**config.mk**
```make
export PLATFORM = sky130hd
export DESIGN_NAME = display_scan_ctrl
export DESIGN_NICKNAME = d
export VERILOG_FILES = /design/src/rtl/display_pkg.sv /design/src/rtl/bin2bcd_seq.sv /design/src/rtl/display_scan_ctrl.sv
export SDC_FILE = /design/constraint.sdc
export NUM_CORES = 1
export LEC_CHECK = 0
export ABC_AREA = 1
export ABC_CLOCK_PERIOD_IN_PS = 2600
export BUFFER_PORTS_ARGS = -buffer_cell sky130_fd_sc_hd__clkbuf_2
export CORE_ASPECT_RATIO = 0.6
export CORE_MARGIN = 4
export CORE_UTILIZATION = 55
export DETAILED_ROUTE_END_ITERATION = 8
export PLACE_DENSITY = 0.69
export RECOVER_POWER = 100
export SLEW_MARGIN = 10
export SYNTH_ARGS = -nofsm -noshare
export SYNTH_HDL_FRONTEND = slang
export SYNTH_SLANG_ARGS = --single-unit
export TNS_END_PERCENT = 10
```
**constraint.sdc**
```tcl
create_clock -name clk -period 2.6 [get_ports clk]
set_input_delay 0 -clock clk [delete_from_list [all_inputs] [get_ports clk]]
set_output_delay 0 -clock clk [all_outputs]
set_load 0.03 [all_outputs]
```
**src/rtl/display_pkg.sv**
```systemverilog
// Shared types and constants for the seven-segment scan controller.
package display_pkg;

  typedef enum logic [1:0] {
    IDLE,
    CAPTURE,
    CONVERT,
    LATCH
  } state_t;

  // Dash/error code shown on every digit while the value is out of range.
  localparam logic [3:0] BCD_ERR = 4'hF;

  // Four BCD nibbles hold the widest supported input (10 bits -> 1023).
  localparam int unsigned BCD_NIB = 4;

  // Ceiling log2 with a floor of one bit, used to size counters.
  function automatic int unsigned clog2(input int unsigned value);
    int unsigned width;
    width = 1;
    while ((32'd1 << width) < value) width++;
    return width;
  endfunction

endpackage

```
**src/rtl/bin2bcd_seq.sv**
```systemverilog
// Sequential shift-add-3 binary to BCD converter, one input bit per cycle.
module bin2bcd_seq
  import display_pkg::*;
#(
  parameter int unsigned DATA_W = 4,
  parameter int unsigned DIGITS = 2
) (
  input  logic                  clk,
  input  logic                  rst,
  input  logic                  start,
  input  logic [DATA_W-1:0]     bin,
  output logic                  done,
  output logic [4*DIGITS-1:0]   bcd,
  output logic                  over
);

  localparam int unsigned ITER_W = clog2(DATA_W);

  logic [DATA_W-1:0]    shift;
  logic [4*BCD_NIB-1:0] acc;
  logic [4*BCD_NIB-1:0] adj;
  logic [ITER_W-1:0]    iter;
  logic                 running;

  assign done = running && (iter == ITER_W'(DATA_W - 1));
  assign bcd  = acc[4*DIGITS-1:0];

  // Add-3 correction on every nibble of 5 or more, ahead of the shift.
  always_comb begin
    adj = acc;
    for (int unsigned i = 0; i < BCD_NIB; i++) begin
      if (acc[4*i +: 4] >= 4'd5) adj[4*i +: 4] = acc[4*i +: 4] + 4'd3;
    end
  end

  // Any nonzero nibble beyond the displayed digits means the value cannot be shown.
  always_comb begin
    over = 1'b0;
    for (int unsigned i = DIGITS; i < BCD_NIB; i++) begin
      if (acc[4*i +: 4] != 4'd0) over = 1'b1;
    end
  end

  // Load on start, then shift one binary bit into the accumulator per cycle.
  always_ff @(posedge clk or negedge rst) begin
    if (!rst) begin
      shift   <= '0;
      acc     <= '0;
      iter    <= '0;
      running <= 1'b0;
    end else if (start) begin
      shift   <= bin;
      acc     <= '0;
      iter    <= '0;
      running <= 1'b1;
    end else if (running) begin
      acc   <= (adj << 1) | {{(4*BCD_NIB-1){1'b0}}, shift[DATA_W-1]};
      shift <= shift << 1;
      iter  <= iter + 1'b1;
      if (done) running <= 1'b0;
    end
  end

endmodule

```
**src/rtl/display_scan_ctrl.sv**
```systemverilog
// Sample sequencing, BCD conversion control and multiplexed digit drive.
module display_scan_ctrl
  import display_pkg::*;
#(
  parameter int unsigned SAMPLE_DIV = 25_000_000,
  parameter int unsigned SCAN_DIV   = 50_000,
  parameter int unsigned DATA_W     = 4,
  parameter int unsigned DIGITS     = 2
) (
  input  logic              clk,
  input  logic              rst,
  input  logic [DATA_W-1:0] bin_in,
  input  logic              lz_blank_en,
  output logic              sample_en,
  output logic [3:0]        digit_code,
  output logic [DIGITS-1:0] digit_sel,
  output logic              blank,
  output logic              busy,
  output logic              overflow
);

  localparam int unsigned SAMPLE_W = clog2(SAMPLE_DIV);
  localparam int unsigned SCAN_W   = clog2(SCAN_DIV);
  localparam int unsigned IDX_W    = clog2(DIGITS);

  state_t                  state;
  logic [SAMPLE_W-1:0]     sample_cnt;
  logic [SCAN_W-1:0]       scan_cnt;
  logic [IDX_W-1:0]        idx;
  logic [IDX_W-1:0]        idx_next;
  logic [DIGITS-1:0][3:0]  disp_buf;
  logic [DIGITS-1:0][3:0]  buf_next;
  logic                    ovf_next;
  logic                    sample_pre;
  logic                    sample_wrap;
  logic                    scan_wrap;
  logic                    conv_start;
  logic                    conv_done;
  logic                    conv_over;
  logic [4*DIGITS-1:0]     conv_bcd;
  logic                    upper_zero;
  logic [3:0]              code_next;
  logic [DIGITS-1:0]       sel_next;
  logic                    blank_next;

  // sample_en is registered, so the tick is decoded one count early.
  assign sample_pre  = (sample_cnt == SAMPLE_W'(SAMPLE_DIV - 2));
  assign sample_wrap = (sample_cnt == SAMPLE_W'(SAMPLE_DIV - 1));
  assign scan_wrap   = (scan_cnt == SCAN_W'(SCAN_DIV - 1));
  assign conv_start  = (state == CAPTURE);

  bin2bcd_seq #(
    .DATA_W (DATA_W),
    .DIGITS (DIGITS)
  ) u_conv (
    .clk   (clk),
    .rst   (rst),
    .start (conv_start),
    .bin   (bin_in),
    .done  (conv_done),
    .bcd   (conv_bcd),
    .over  (conv_over)
  );

  // Free-running sample prescaler.
  always_ff @(posedge clk or negedge rst) begin
    if (!rst) sample_cnt <= '0;
    else      sample_cnt <= sample_wrap ? '0 : sample_cnt + 1'b1;
  end

  // Free-running scan prescaler.
  always_ff @(posedge clk or negedge rst) begin
    if (!rst) scan_cnt <= '0;
    else      scan_cnt <= scan_wrap ? '0 : scan_cnt + 1'b1;
  end

  // Capture/convert/latch sequencer; a tick arriving while busy is dropped.
  always_ff @(posedge clk or negedge rst) begin
    if (!rst) begin
      state     <= IDLE;
      sample_en <= 1'b0;
      busy      <= 1'b0;
    end else begin
      sample_en <= 1'b0;
      unique case (state)
        IDLE: begin
          if (sample_en) begin
            state <= CAPTURE;
            busy  <= 1'b1;
          end else begin
            sample_en <= sample_pre;
          end
        end
        CAPTURE: state <= CONVERT;
        CONVERT: if (conv_done) state <= LATCH;
        LATCH: begin
          state     <= IDLE;
          busy      <= 1'b0;
          sample_en <= sample_pre;
        end
        default: state <= IDLE;
      endcase
    end
  end

  // Next display state and pad values, built from next-cycle register contents
  // so the registered pads change in the same cycle as the buffer and index.
  always_comb begin
    buf_next = disp_buf;
    ovf_next = overflow;
    if (state == LATCH) begin
      buf_next = conv_bcd;
      ovf_next = conv_over;
    end
    idx_next = idx;
    if (scan_wrap) idx_next = (idx == IDX_W'(DIGITS - 1)) ? '0 : idx + 1'b1;
    upper_zero = 1'b1;
    for (int unsigned i = 0; i < DIGITS; i++) begin
      if ((IDX_W'(i) >= idx_next) && (buf_next[i] != 4'd0)) upper_zero = 1'b0;
    end
    sel_next   = ~(DIGITS'(1) << idx_next);
    code_next  = buf_next[idx_next];
    blank_next = 1'b0;
    if (ovf_next) begin
      code_next = BCD_ERR;
    end else if (lz_blank_en && (idx_next != '0) && upper_zero) begin
      blank_next = 1'b1;
      sel_next   = '1;
      code_next  = '0;
    end
  end

  // Display buffer, scan index, overflow flag and registered pad outputs.
  always_ff @(posedge clk or negedge rst) begin
    if (!rst) begin
      disp_buf   <= '0;
      idx        <= '0;
      overflow   <= 1'b0;
      digit_code <= '0;
      digit_sel  <= ~DIGITS'(1);
      blank      <= 1'b0;
    end else begin
      disp_buf   <= buf_next;
      idx        <= idx_next;
      overflow   <= ovf_next;
      digit_code <= code_next;
      digit_sel  <= sel_next;
      blank      <= blank_next;
    end
  end

endmodule
```
==> implementation parameters <==
Parameter                              Value

STA
  Final count of pins violating max slew ... 0
  Worst clock skew on the final layout ... roughly 5.6 ps
  Final hold viol count ... 0
  Fmax achieved ... 504 MHz
  RSZ-0062 raised after global routing ... no
  Part of the cycle the worst path needs ... between 70% and 80%
  Minimum clock period after layout ... 1980 ps
  Headroom to the max-slew limit ... 29.1%
  Transition at the pin with the smallest max-transition slack ... 1060 ps
  Final setup violation count ... 0
  Setup TNS ... 0 ps

Layout
  Top library cells by usage in the layout, fill and taps aside ... 136 x sky130_fd_sc_hd__nand2_1, 98 x sky130_fd_sc_hd__nor2_1, 84 x sky130_fd_sc_hd__dfrtp_1
  Net count, final ... between 600 and 700
  Area growth syn-to-layout ... 11.2%
  Final design utilization ... 63.3%
  Antenna diode count ... 0
  Most frequent standard cell in the layout excluding fill and tap cells ... sky130_fd_sc_hd__nand2_1
  Fraction of final layout cells sized beyond drive strength 1 ... 6.64%
  Final non-filler cell total ... 710

Yosys
  Cell count after synthesis ... 568
  Top cells by area, synth ... sky130_fd_sc_hd__dfrtp_1 46%, sky130_fd_sc_hd__nand2_1 11%, sky130_fd_sc_hd__nor2_1 8.0%
  Synthesized Nets ... between 500 and 600
  Share of cell area taken by muxes after synthesis ... 0%
  Synth top area share ... 46.4%
  Compound-Gate Fraction of Synth Area ... 7.21%
  Number of synthesized register bits ... 85
  Synth Cell Area ... 4530 sq um
  Share of the yosys chip area belonging to registers ... between 40% and 50%
  Combinational family with the most area after synthesis ... simple AND/OR/NAND/NOR gates
  Post-Synth Adder-Cell Area ... 4.98%
  Number of warnings issued by yosys ... 0
  Post-synth cell types ... 35
  Async set or reset register ratio after synthesis ... 100%
  Ys flop type ... sky130_fd_sc_hd__dfrtp_1
  Simple logic cell fraction of the synthesized area ... between 20% and 30%
  Post-Synth XOR/XNOR Area ... 5.22%
  Largest area contributor in the synthesized netlist ... sky130_fd_sc_hd__dfrtp_1
  Count of flip-flops with a built-in enable after synthesis ... 0
  Syn Area/Cell ... 7.97 sq um

Routing
  Wirelength, routed ... 9.54 mm
  Routed wire per std cell ... 13.4 um
  Number of design rule violations left after detail routing ... 0
  Detailed-route vias per instance ... 5.16
  Overall via count from detail_route ... 3661
  Detailed-router iteration count before antenna repair ... 5
  Violation count after the first detailed-routing iteration ... 436
  Antenna viol nets, final ... 0

Clock network
  Total of hold buffers inserted after clock tree synthesis ... 6
  Maximum clock path buffer count ... 2
  Clock tree from TritonCTS ... done
  Resized cells post-CTS ... 0
  CTS root buf ... sky130_fd_sc_hd__clkbuf_16
  Insertion delay of the later-clocked pin in the worst-skew pair ... 340 ps
  H-tree lvl count ... 3
  Number of buffers created by CTS ... 9
  Clock Sink Count ... 85
  Clock-pin transition on the worst setup and hold timing paths ... 60 ps
  Number of setup buffers added after CTS ... 0

Power
  Sequential group share of total power ... around half
  Logic pwr share ... 1.4%
  P_leak ... 2.49 nW
  Switching part of the total ... 20.9%
  Worst-case vdd ir drop ... 0.411 mV
  Internal power summed over all cells ... 2.11 mW
  Net Switching ... 0.556 mW
  Total chip power ... 2.66 mW
  Clock network fraction of design power ... about half
  Total power density per cell area ... 530 nW/um^2

Worst setup path
  WP buf/inv ... 2
  Critical path class ... flop to flop
  Kind of cell with the highest combined delay on the critical path ... buffers and inverters
  Reg-to-reg endpoint ... u_conv.shift[1]$_DFFE_PN0P_
  Startpoint Class ... flop
  WP data arrival ... between 2000 and 2500 ps
  Largest fanout on the critical path ... 19
  Crit path capture type ... flop
  Highest cell delay on the worst timing path ... about 400 ps
  FF-to-FF setup slack ... 620 ps
  Worst reg2reg path depth ... 5
  Crit-path cells ... inv_1 -> ha_1 -> nor2_1 -> inv_1 -> o221a_2
  Most used cell, CP ... sky130_fd_sc_hd__inv_1
  Startpoint of the worst register-to-register path ... state[1]$_DFFE_PN0P_
  Required @ worst endpoint ... 2830 ps
  CP max-delay cell ... sky130_fd_sc_hd__inv_1

Placement
  Sum of net half-perimeters after detailed placement ... 6.89 mm
  Number of placed instances, taps included ... around 690
  Routability congestion estimate ... between 0.9 and 1
  Number of port buffers ... 16

GRT
  Pin count of the biggest net entering global routing ... 86
  Global-route wire length before repair ... about 16 mm
  Via count of the first global-routing pass ... roughly 3300
  GRT Total Usage ... roughly a fifth
  Congestion Overflow GR ... 0
  Number of antenna violations at the first check in global routing ... 0

Die
  # IOs ... 17
  Die Ht ... 78.3 um
  Total core area ... about 7900 sq um
  Standard-cell rows ... 25
  Initial core utilization ... ~57%
  Horiz. Die Dim ... 125 um
  Area of the die ... 9790 sq um

Outcome
  Run status ... complete, no violations

Worst hold path
  Worst hold path class ... input port to asynchronous set/reset pin

Run
  Number of violations of the max-capacitance limit ... 0
## state kept, by name, summed over array words and instances, names as in the netlist
register        cells
busy                1
sample_cnt         25
blank               1
scan_cnt           16
u_conv.iter         2
digit_code          4
u_conv.acc         16
u_conv.running      1
disp_buf            8
u_conv.shift        4
sample_en           1
overflow            1
state               2
digit_sel           2
idx                 1
## routing by layer
layer | up-vias | part of all wire, % | GRT usage (%)
met4 | 0 | 1.0 | 5.41
met3 | 10 | 5.2 | 5.23
met1 | 1713 | 53 | 32.3
met5 | - | 0 | 0
met2 | 87 | 41 | 28.5
li1 | 1851 | - | -
## metrics by stage
step	cell area [sq um]	worst slack, ps	hold WS (ps)
2_1_floorplan	4530	1160	-296
3_3_place_gp	4710	773	223
3_5_place_dp	4710	697	228
4_1_cts	5080	686	409
5_1_grt	5030	395	471
6_report	5030	617	369
## kinds of logic after synthesis
group	count (synthesis)
adders and majority gates	18
xor gates and xnor gates	27
AOI/OAI and AO/OA	58
and+or+nand+nor	299
buffers and inverters	81
DFF	85
## power groups by stage
stage                     sequential, mW  combinational [mW]  clock, mW
after floorplan                     1.35             0.00117          0
after global placement              1.35              0.0323          0
after detailed placement            1.35              0.0328          0
after CTS                           1.32              0.0399       1.34
after global routing                1.32              0.0452       1.42
final                               1.32              0.0375       1.30
## worst max-delay path by stage
stage,from,endpoint,cells after the start
2_1_floorplan,sample_cnt[0]$_DFF_PN0_,sample_cnt[12]$_DFF_PN0_,7
4_1_cts,sample_cnt[0]$_DFF_PN0_,sample_cnt[16]$_DFF_PN0_,6
3_5_place_dp,sample_cnt[0]$_DFF_PN0_,sample_cnt[16]$_DFF_PN0_,6
3_3_place_gp,sample_cnt[0]$_DFF_PN0_,sample_cnt[22]$_DFF_PN0_,6
6_report,state[1]$_DFFE_PN0P_,u_conv.shift[1]$_DFFE_PN0P_,5
5_1_grt,state[1]$_DFFE_PN0P_,u_conv.shift[1]$_DFFE_PN0P_,5
## final cells by class
| cell class | count | area [sq um] |
|---|---|---|
| fillers | 702 | 2910 |
| clock inverters | 6 | 68.8 |
| inverters | 77 | 289 |
| clock buffers | 10 | 239 |
| well taps | 108 | 135 |
| repair buffers | 22 | 130 |
| multi-input cells | 402 | 2040 |
| flip-flops and latches | 85 | 2130 |
## cells in the mapped netlist (3+ instances only)
library cell	count
sky130_fd_sc_hd__nor3_1	5
sky130_fd_sc_hd__nand3_1	38
sky130_fd_sc_hd__o21ai_0	27
sky130_fd_sc_hd__o21ai_1	4
sky130_fd_sc_hd__inv_2	8
sky130_fd_sc_hd__dfrtp_1	84
sky130_fd_sc_hd__inv_1	69
sky130_fd_sc_hd__nand4_1	5
sky130_fd_sc_hd__nor2_1	96
sky130_fd_sc_hd__a21oi_1	11
sky130_fd_sc_hd__ha_1	18
sky130_fd_sc_hd__o22ai_1	7
sky130_fd_sc_hd__nor3_2	4
sky130_fd_sc_hd__nand2_2	6
sky130_fd_sc_hd__xor2_1	22
sky130_fd_sc_hd__o21bai_1	3
sky130_fd_sc_hd__xnor2_1	5
sky130_fd_sc_hd__nand2_1	133
No activity file was read; power rests on OpenSTA's default activity.
